`config.mk`:
```
export PLATFORM = sky130hd
export DESIGN_NAME = mv_result_writer_flat
export DESIGN_NICKNAME = d
export VERILOG_FILES = /design/src/rtl/mv_result_writer_if.sv /design/src/rtl/mv_result_writer.sv /design/src/flat_wrapper.sv
export SDC_FILE = /design/constraint.sdc
export NUM_CORES = 1
export LEC_CHECK = 0
export BUFFER_PORTS_ARGS = -buffer_cell sky130_fd_sc_hd__buf_4
export CAP_MARGIN = 20
export CORE_ASPECT_RATIO = 0.9
export CORE_UTILIZATION = 45
export DETAILED_ROUTE_END_ITERATION = 8
export HOLD_SLACK_MARGIN = 0.15
export SYNTH_ARGS = -nofsm -noshare
export SYNTH_HDL_FRONTEND = slang
export SYNTH_SLANG_ARGS = --single-unit
export TNS_END_PERCENT = 30
```
`constraint.sdc`:
```
create_clock -name clk -period 2.1 [get_ports clk]
set_input_delay 0.525 -clock clk [delete_from_list [all_inputs] [get_ports clk]]
set_output_delay 0.525 -clock clk [all_outputs]
set_load 0.01 [all_outputs]
```
`src/rtl/mv_result_writer_if.sv`:
```
// rtl/mv_result_writer_if.sv - write port from the MV result writer to the result memory
interface mv_result_writer_if #(
  parameter int ADDR_W = 8
);
  logic              mem_wr_en;
  logic [ADDR_W-1:0] mem_addr;
  logic [21:0]       mem_wdata;
  logic              mem_ready;

  modport master (
    output mem_wr_en,
    output mem_addr,
    output mem_wdata,
    input  mem_ready
  );

  modport slave (
    input  mem_wr_en,
    input  mem_addr,
    input  mem_wdata,
    output mem_ready
  );
endinterface

```
`src/rtl/mv_result_writer.sv`:
```
// rtl/mv_result_writer.sv - packs SAD compare results, buffers them and writes them to result memory
module mv_result_writer #(
  parameter int                BLK_COLS   = 4,
  parameter int                BLK_ROWS   = 4,
  parameter int                FIFO_DEPTH = 4,
  parameter int                ADDR_W     = 8,
  parameter logic [ADDR_W-1:0] BASE_ADDR  = 8'h10,
  localparam int               NBLK       = BLK_COLS * BLK_ROWS,
  localparam int               CNT_W      = (NBLK > 1) ? $clog2(NBLK) : 1
) (
  input  logic                clk,
  input  logic                rst,
  input  logic                pause,
  input  logic                frame_start,
  input  logic                res_valid,
  input  logic [3:0]          res_mv_x,
  input  logic [3:0]          res_mv_y,
  input  logic [13:0]         res_sad,
  mv_result_writer_if.master  mem,
  output logic                frame_done,
  output logic                overflow,
  output logic [CNT_W-1:0]    blk_count
);

  localparam int               PTR_W    = $clog2(FIFO_DEPTH);
  localparam logic [PTR_W:0]   FULL_CNT = (PTR_W+1)'(FIFO_DEPTH);
  localparam logic [PTR_W:0]   ONE_CNT  = (PTR_W+1)'(1);
  localparam logic [CNT_W-1:0] LAST_IDX = CNT_W'(NBLK - 1);

  typedef struct packed {
    logic [21:0]       wdata;
    logic [ADDR_W-1:0] addr;
    logic              last;
  } entry_t;

  typedef enum logic {S_IDLE, S_WRITE} state_t;

  state_t            state_q, state_d;
  entry_t            fifo_q [FIFO_DEPTH];
  entry_t            fifo_d [FIFO_DEPTH];
  logic [PTR_W-1:0]  rd_ptr_q, rd_ptr_d;
  logic [PTR_W-1:0]  wr_ptr_q, wr_ptr_d;
  logic [PTR_W:0]    count_q, count_d;
  logic [CNT_W-1:0]  blk_count_q, blk_count_d;
  logic              overflow_q, overflow_d;
  logic              frame_done_q, frame_done_d;
  logic              mem_wr_en_q, mem_wr_en_d;
  logic [ADDR_W-1:0] mem_addr_q, mem_addr_d;
  logic [21:0]       mem_wdata_q, mem_wdata_d;

  logic [CNT_W-1:0]  blk_base;
  logic              push_req;
  logic              push_ok;
  logic              pop;
  logic              full;
  logic              empty;
  logic              more;
  entry_t            push_entry;
  entry_t            next_head;

  // Capture side: block index bookkeeping and the entry that would be pushed this cycle.
  always_comb begin
    blk_base         = frame_start ? '0 : blk_count_q;
    push_req         = res_valid & ~pause;
    push_entry.wdata = {res_sad, res_mv_y, res_mv_x};
    push_entry.addr  = BASE_ADDR + ADDR_W'(blk_base);
    push_entry.last  = (blk_base == LAST_IDX);
    blk_count_d      = blk_base;
    if (push_req) begin
      // Advance even when the entry is dropped so later addresses stay aligned.
      blk_count_d = (blk_base == LAST_IDX) ? '0 : blk_base + CNT_W'(1);
    end
  end

  // FIFO bookkeeping: the entry being written stays at the head until accepted.
  always_comb begin
    full         = (count_q == FULL_CNT);
    empty        = (count_q == '0);
    pop          = (state_q == S_WRITE) & mem.mem_ready;
    push_ok      = push_req & (~full | pop);
    more         = (count_q > ONE_CNT) | push_ok;
    // With a single entry left, the follow-on entry can only be the one arriving this edge.
    next_head    = (count_q > ONE_CNT) ? fifo_q[rd_ptr_q + PTR_W'(1)] : push_entry;
    fifo_d       = fifo_q;
    wr_ptr_d     = wr_ptr_q;
    rd_ptr_d     = rd_ptr_q;
    count_d      = count_q;
    if (push_ok) begin
      fifo_d[wr_ptr_q] = push_entry;
      wr_ptr_d         = wr_ptr_q + PTR_W'(1);
    end
    if (pop) begin
      rd_ptr_d = rd_ptr_q + PTR_W'(1);
    end
    case ({push_ok, pop})
      2'b10:   count_d = count_q + ONE_CNT;
      2'b01:   count_d = count_q - ONE_CNT;
      default: count_d = count_q;
    endcase
    overflow_d   = overflow_q | (push_req & full & ~pop);
    frame_done_d = pop & fifo_q[rd_ptr_q].last;
  end

  // Drain FSM next-state logic.
  always_comb begin
    state_d = state_q;
    case (state_q)
      S_IDLE:  if (!empty) state_d = S_WRITE;
      S_WRITE: if (pop && !more) state_d = S_IDLE;
      default: state_d = S_IDLE;
    endcase
  end

  // Drain FSM outputs: load the head on entry to WRITE and after each accepted write.
  always_comb begin
    mem_wr_en_d = (state_d == S_WRITE);
    mem_addr_d  = mem_addr_q;
    mem_wdata_d = mem_wdata_q;
    if (state_q == S_IDLE && !empty) begin
      mem_addr_d  = fifo_q[rd_ptr_q].addr;
      mem_wdata_d = fifo_q[rd_ptr_q].wdata;
    end else if (pop && more) begin
      mem_addr_d  = next_head.addr;
      mem_wdata_d = next_head.wdata;
    end
  end

  // State, FIFO and output registers.
  always_ff @(posedge clk or negedge rst) begin
    if (!rst) begin
      state_q      <= S_IDLE;
      fifo_q       <= '{default: '0};
      rd_ptr_q     <= '0;
      wr_ptr_q     <= '0;
      count_q      <= '0;
      blk_count_q  <= '0;
      overflow_q   <= 1'b0;
      frame_done_q <= 1'b0;
      mem_wr_en_q  <= 1'b0;
      mem_addr_q   <= '0;
      mem_wdata_q  <= '0;
    end else begin
      state_q      <= state_d;
      fifo_q       <= fifo_d;
      rd_ptr_q     <= rd_ptr_d;
      wr_ptr_q     <= wr_ptr_d;
      count_q      <= count_d;
      blk_count_q  <= blk_count_d;
      overflow_q   <= overflow_d;
      frame_done_q <= frame_done_d;
      mem_wr_en_q  <= mem_wr_en_d;
      mem_addr_q   <= mem_addr_d;
      mem_wdata_q  <= mem_wdata_d;
    end
  end

  assign mem.mem_wr_en = mem_wr_en_q;
  assign mem.mem_addr  = mem_addr_q;
  assign mem.mem_wdata = mem_wdata_q;
  assign frame_done    = frame_done_q;
  assign overflow      = overflow_q;
  assign blk_count     = blk_count_q;

endmodule
```
`src/flat_wrapper.sv`:
```
// flat-port wrapper written by rule: the top's interface ports become plain ports
module mv_result_writer_flat 
#(
  parameter int                BLK_COLS   = 4,
  parameter int                BLK_ROWS   = 4,
  parameter int                FIFO_DEPTH = 4,
  parameter int                ADDR_W     = 8,
  parameter logic [ADDR_W-1:0] BASE_ADDR  = 8'h10,
  localparam int               NBLK       = BLK_COLS * BLK_ROWS,
  localparam int               CNT_W      = (NBLK > 1) ? $clog2(NBLK) : 1
)
  (clk, rst, pause, frame_start, res_valid, res_mv_x, res_mv_y, res_sad, frame_done, overflow, blk_count, mem_mem_wr_en, mem_mem_addr, mem_mem_wdata, mem_mem_ready);
  mv_result_writer_if #(.ADDR_W(ADDR_W)) mem_i ();
  input  logic clk;
  input  logic rst;
  input  logic pause;
  input  logic frame_start;
  input  logic res_valid;
  input  logic [3:0] res_mv_x;
  input  logic [3:0] res_mv_y;
  input  logic [13:0] res_sad;
  output logic frame_done;
  output logic overflow;
  output logic [CNT_W-1:0] blk_count;
  output wire logic [$bits(mem_i.mem_wr_en)-1:0] mem_mem_wr_en;
  output wire logic [$bits(mem_i.mem_addr)-1:0] mem_mem_addr;
  output wire logic [$bits(mem_i.mem_wdata)-1:0] mem_mem_wdata;
  input wire logic [$bits(mem_i.mem_ready)-1:0] mem_mem_ready;
  assign mem_mem_wr_en = mem_i.mem_wr_en;
  assign mem_mem_addr = mem_i.mem_addr;
  assign mem_mem_wdata = mem_i.mem_wdata;
  assign mem_i.mem_ready = mem_mem_ready;
  mv_result_writer #(.BLK_COLS(BLK_COLS), .BLK_ROWS(BLK_ROWS), .FIFO_DEPTH(FIFO_DEPTH), .ADDR_W(ADDR_W), .BASE_ADDR(BASE_ADDR)) u_core (.clk(clk), .rst(rst), .pause(pause), .frame_start(frame_start), .res_valid(res_valid), .res_mv_x(res_mv_x), .res_mv_y(res_mv_y), .res_sad(res_sad), .mem(mem_i), .frame_done(frame_done), .overflow(overflow), .blk_count(blk_count));
endmodule
```
==> impl_metrics.tcl <==
set metrics [dict create \
    route.detailed.wl_per_inst_microns 18.68 \
    htree_levels 4 \
    cp_max_fo 24 \
    grt_use_total_pct 22.20 \
    hp-class "input pin to register" \
    clock-sinks 153 \
    fin_ws_ns 0.1088 \
    synth_flop_cell "dfrtp_1" \
    max-vdd-ir-drop_mv 0.7615 \
    dp_slack_ns 0.03543 \
    cap_violations 0 \
    ys_types 49 \
    antenna_found_initial 0 \
    root_buffer "clkbuf_16" \
    synthTopCellsByArea "dfrtp_1 (50%), mux2i_1 (9.6%), o21ai_0 (5.9%), o221ai_1 (5.3%), nand2_1 (5.2%)" \
    slowest_stage "dfrtp_1" \
    vias 5551 \
    antenna_cells 0 \
    violations "design-rule violations" \
    drtAntennaViolNets 0 \
    portBuffers 61 \
    grt_pass1_wl_microns 30080 \
    die_w_microns 139.0 \
    finClkSkew_ns 0.004443 \
    synth_top_area_share_pct 50.38 \
    p_per_area_mw_per_mm2 1579 \
    num-nets-final 796 \
    fp-row-count 44 \
    drt_iter0_drc 385 \
    setup_tns_ns 0 \
    initial_core_util_pct 46.64 \
    yosys_warnings 0 \
    grt_pass1_vias 5822 \
    final_util_pct 54.96 \
    tritoncts "built" \
    cts_buffers 17 \
    crit_chain "inv_1, ha_1, nor2b_4, or2_2, buf_12, o221ai_1, a221o_1" \
    clockBufferDepth 2 \
    layout_min_cycle_time_ns 1.991 \
    cp.arrival_ns 2.29 \
    synthToLayoutAreaGrowth_pct 17.85 \
    worstSetupPathType "register to register" \
    synth_area_per_cell_sq_um 10.89 \
    max_slew_margin_pct 66.34 \
    crit_path_start_kind "register" \
    hold_viol 0 \
    syn_area_sq_mm 0.007600 \
    ys_seq_elements 153 \
    synth_top_area_cell "dfrtp_1" \
    hpwlAfterDp_microns 11610 \
    die_area_sq_mm 0.01741 \
    required_ns 2.40 \
    maxSlewViolCount 0 \
    clkLatencyLatePin_ns 0.42 \
    synth-seq-area-share_pct 50.38 \
    status "finished, violations left" \
    die_y_microns 125.3 \
    rsz0062_at_grt "no" \
    io_pins 65 \
    vias_per_cell 5.688 \
    routed_wl_microns 18230 \
    worstMarginPinSlew_ns 0.5017 \
    fmax_mhz 502.2 \
    drc 1 \
    routabilityCongestion 0.7820 \
    firstDrtPassIters 8 \
    finalSetupViolations 0 \
    drive_above_1_share_pct 19.64 \
    synthArstFlopShare_pct 100.0 \
    globalRoute.totalOverflow 0 \
    end_kind "register" \
    grt_max_degree 54 \
    finalCritPeriodShare_pct 94.82 \
    core_sq_mm 0.01630 \
    power.total_w 0.01414 \
    path_clk_slew_ns 0.06 \
    synthCells 698 \
    p_leak_nw 4.154 \
    max_stage_delay_ns 0.43 \
    synth-edff-count 0 \
]
[state kept, by name, indices dropped and copies added, names as in the netlist]
register / cells
u_core.frame_done: 1
u_core.mem.mem_addr: 5
u_core.mem.mem_wdata: 22
u_core.blk_count: 4
u_core.overflow: 1
u_core.fifo_q: 112
u_core.wr_ptr_q: 2
u_core.state_q: 1
u_core.rd_ptr_q: 2
u_core.count_q: 3
[metal layers]
metal	vias up	GRT usage, %	routed length (microns)
met1	2769	28.34	8125
li1	2643	-	-
met4	0	7.582	250
met5	-	0	0
met2	118	37.02	9036
met3	21	5.400	814
[cell families after synthesis]
group | after synthesis | synth area share, %
and+or+nand+nor | 155 | 8.512
adders and majority gates | 10 | 1.646
AOI/OAI and AO/OA | 194 | 18.39
buffers and inverters | 87 | 6.931
DFF | 153 | 50.38
xor gates and xnor gates | 8 | 0.9220
muxes | 90 | 13.17
other | 1 | 0.04934
[worst max-delay path, delay by kind of cell, from the launching register on]
| family | cells | cell delay (ns) |
|---|---|---|
| AOI/OAI and AO/OA | 2 | 0.51 |
| DFF | 1 | 0.43 |
| buffers and inverters | 2 | 0.31 |
| and+or+nand+nor | 2 | 0.38 |
| adders and majority gates | 1 | 0.22 |
[cells in the final DEF (no fill, tap or decap), types with 10 or more instances in the layout]
master	Yosys	layout
o21ai_0	90	90
buf_12	0	14
inv_1	30	30
mux2i_1	73	73
clkbuf_16	0	17
buf_4	15	77
dfrtp_1	153	152
nor2_1	27	27
mux2_2	10	10
ha_1	10	10
o221ai_1	46	46
nand2_1	106	105
o21ai_1	12	12
a221o_1	25	25
[path summary, 6_finish.rpt]
| check | cells after the start | slack [ns] | end | startpoint |
|---|---|---|---|---|
| worst max-delay path | 7 | 0.11 | u_core.mem.mem_wdata[9] | u_core.count_q[1] |
| worst min-delay path | 2 | 0.37 | u_core.mem.mem_wdata[5] | res_mv_y[1] |
| worst max register to register | 7 | 0.11 | u_core.mem.mem_wdata[9] | u_core.count_q[1] |
| worst min register to register | 2 | 0.48 | u_core.fifo_q[88] | u_core.fifo_q[88] |
| max in group asynchronous | 3 | 0.94 | u_core.mem.mem_wdata[15] | rst |
| min in group asynchronous | 2 | 0.56 | u_core.fifo_q[66] | rst |
[stage by stage]
| step | hold slack [ns] | area, sq um | instances |
|---|---|---|---|
| 6_report | 0.3741 | 8956 | 976 |
| 5_1_grt | 0.3698 | 8956 | 976 |
| 4_1_cts | 0.3580 | 8931 | 974 |
| 3_5_place_dp | 0.4356 | 8322 | 943 |
| 3_3_place_gp | 0.4267 | 8322 | 943 |
| 2_1_floorplan | 0.2294 | 7607 | 700 |
[what timing repair did]
action                                 CTS  global route
endpoints found under the hold margin   28             0
setup endpoints to repair                0            10
buffers inserted                         0             2
resized for setup                        0             2
hold buffers                             1             0
[synth_stat cells (2+ instances only)]
cell type	instances
a21oi_1	2
nand2_1	106
inv_1	30
o211ai_4	4
dfrtp_1	153
nand2b_1	6
xnor2_1	7
buf_4	15
a221o_1	25
ha_1	10
mux2i_1	73
o21ai_1	12
clkbuf_2	8
nor2b_1	2
mux2_2	10
buf_6	16
o31ai_1	2
nor2_1	27
o21ai_0	90
inv_2	2
a211oi_1	2
mux4_2	7
o22ai_1	2
nor3_1	2
clkbuf_1	4
buf_2	11
o221ai_1	46
or2b_1	3
[power by group]
part           internal [W]  total [W]  switching [W]
Combinational       0.00280    0.00580        0.00300
Sequential          0.00422    0.00519       0.000975
Clock               0.00200    0.00315        0.00115
Total               0.00902     0.0141        0.00512
[final cells by class]
| class | count | area, sq um |
|---|---|---|
| well taps | 207 | 259.0 |
| clock inverters | 9 | 148.9 |
| multi-input cells | 460 | 3262 |
| flip-flops and latches | 153 | 3832 |
| inverters | 33 | 123.9 |
| fillers | 1421 | 7340 |
| repair buffers | 93 | 879.6 |
| clock buffers | 21 | 450.4 |
Note: power is estimated with default switching activity, not from simulation.
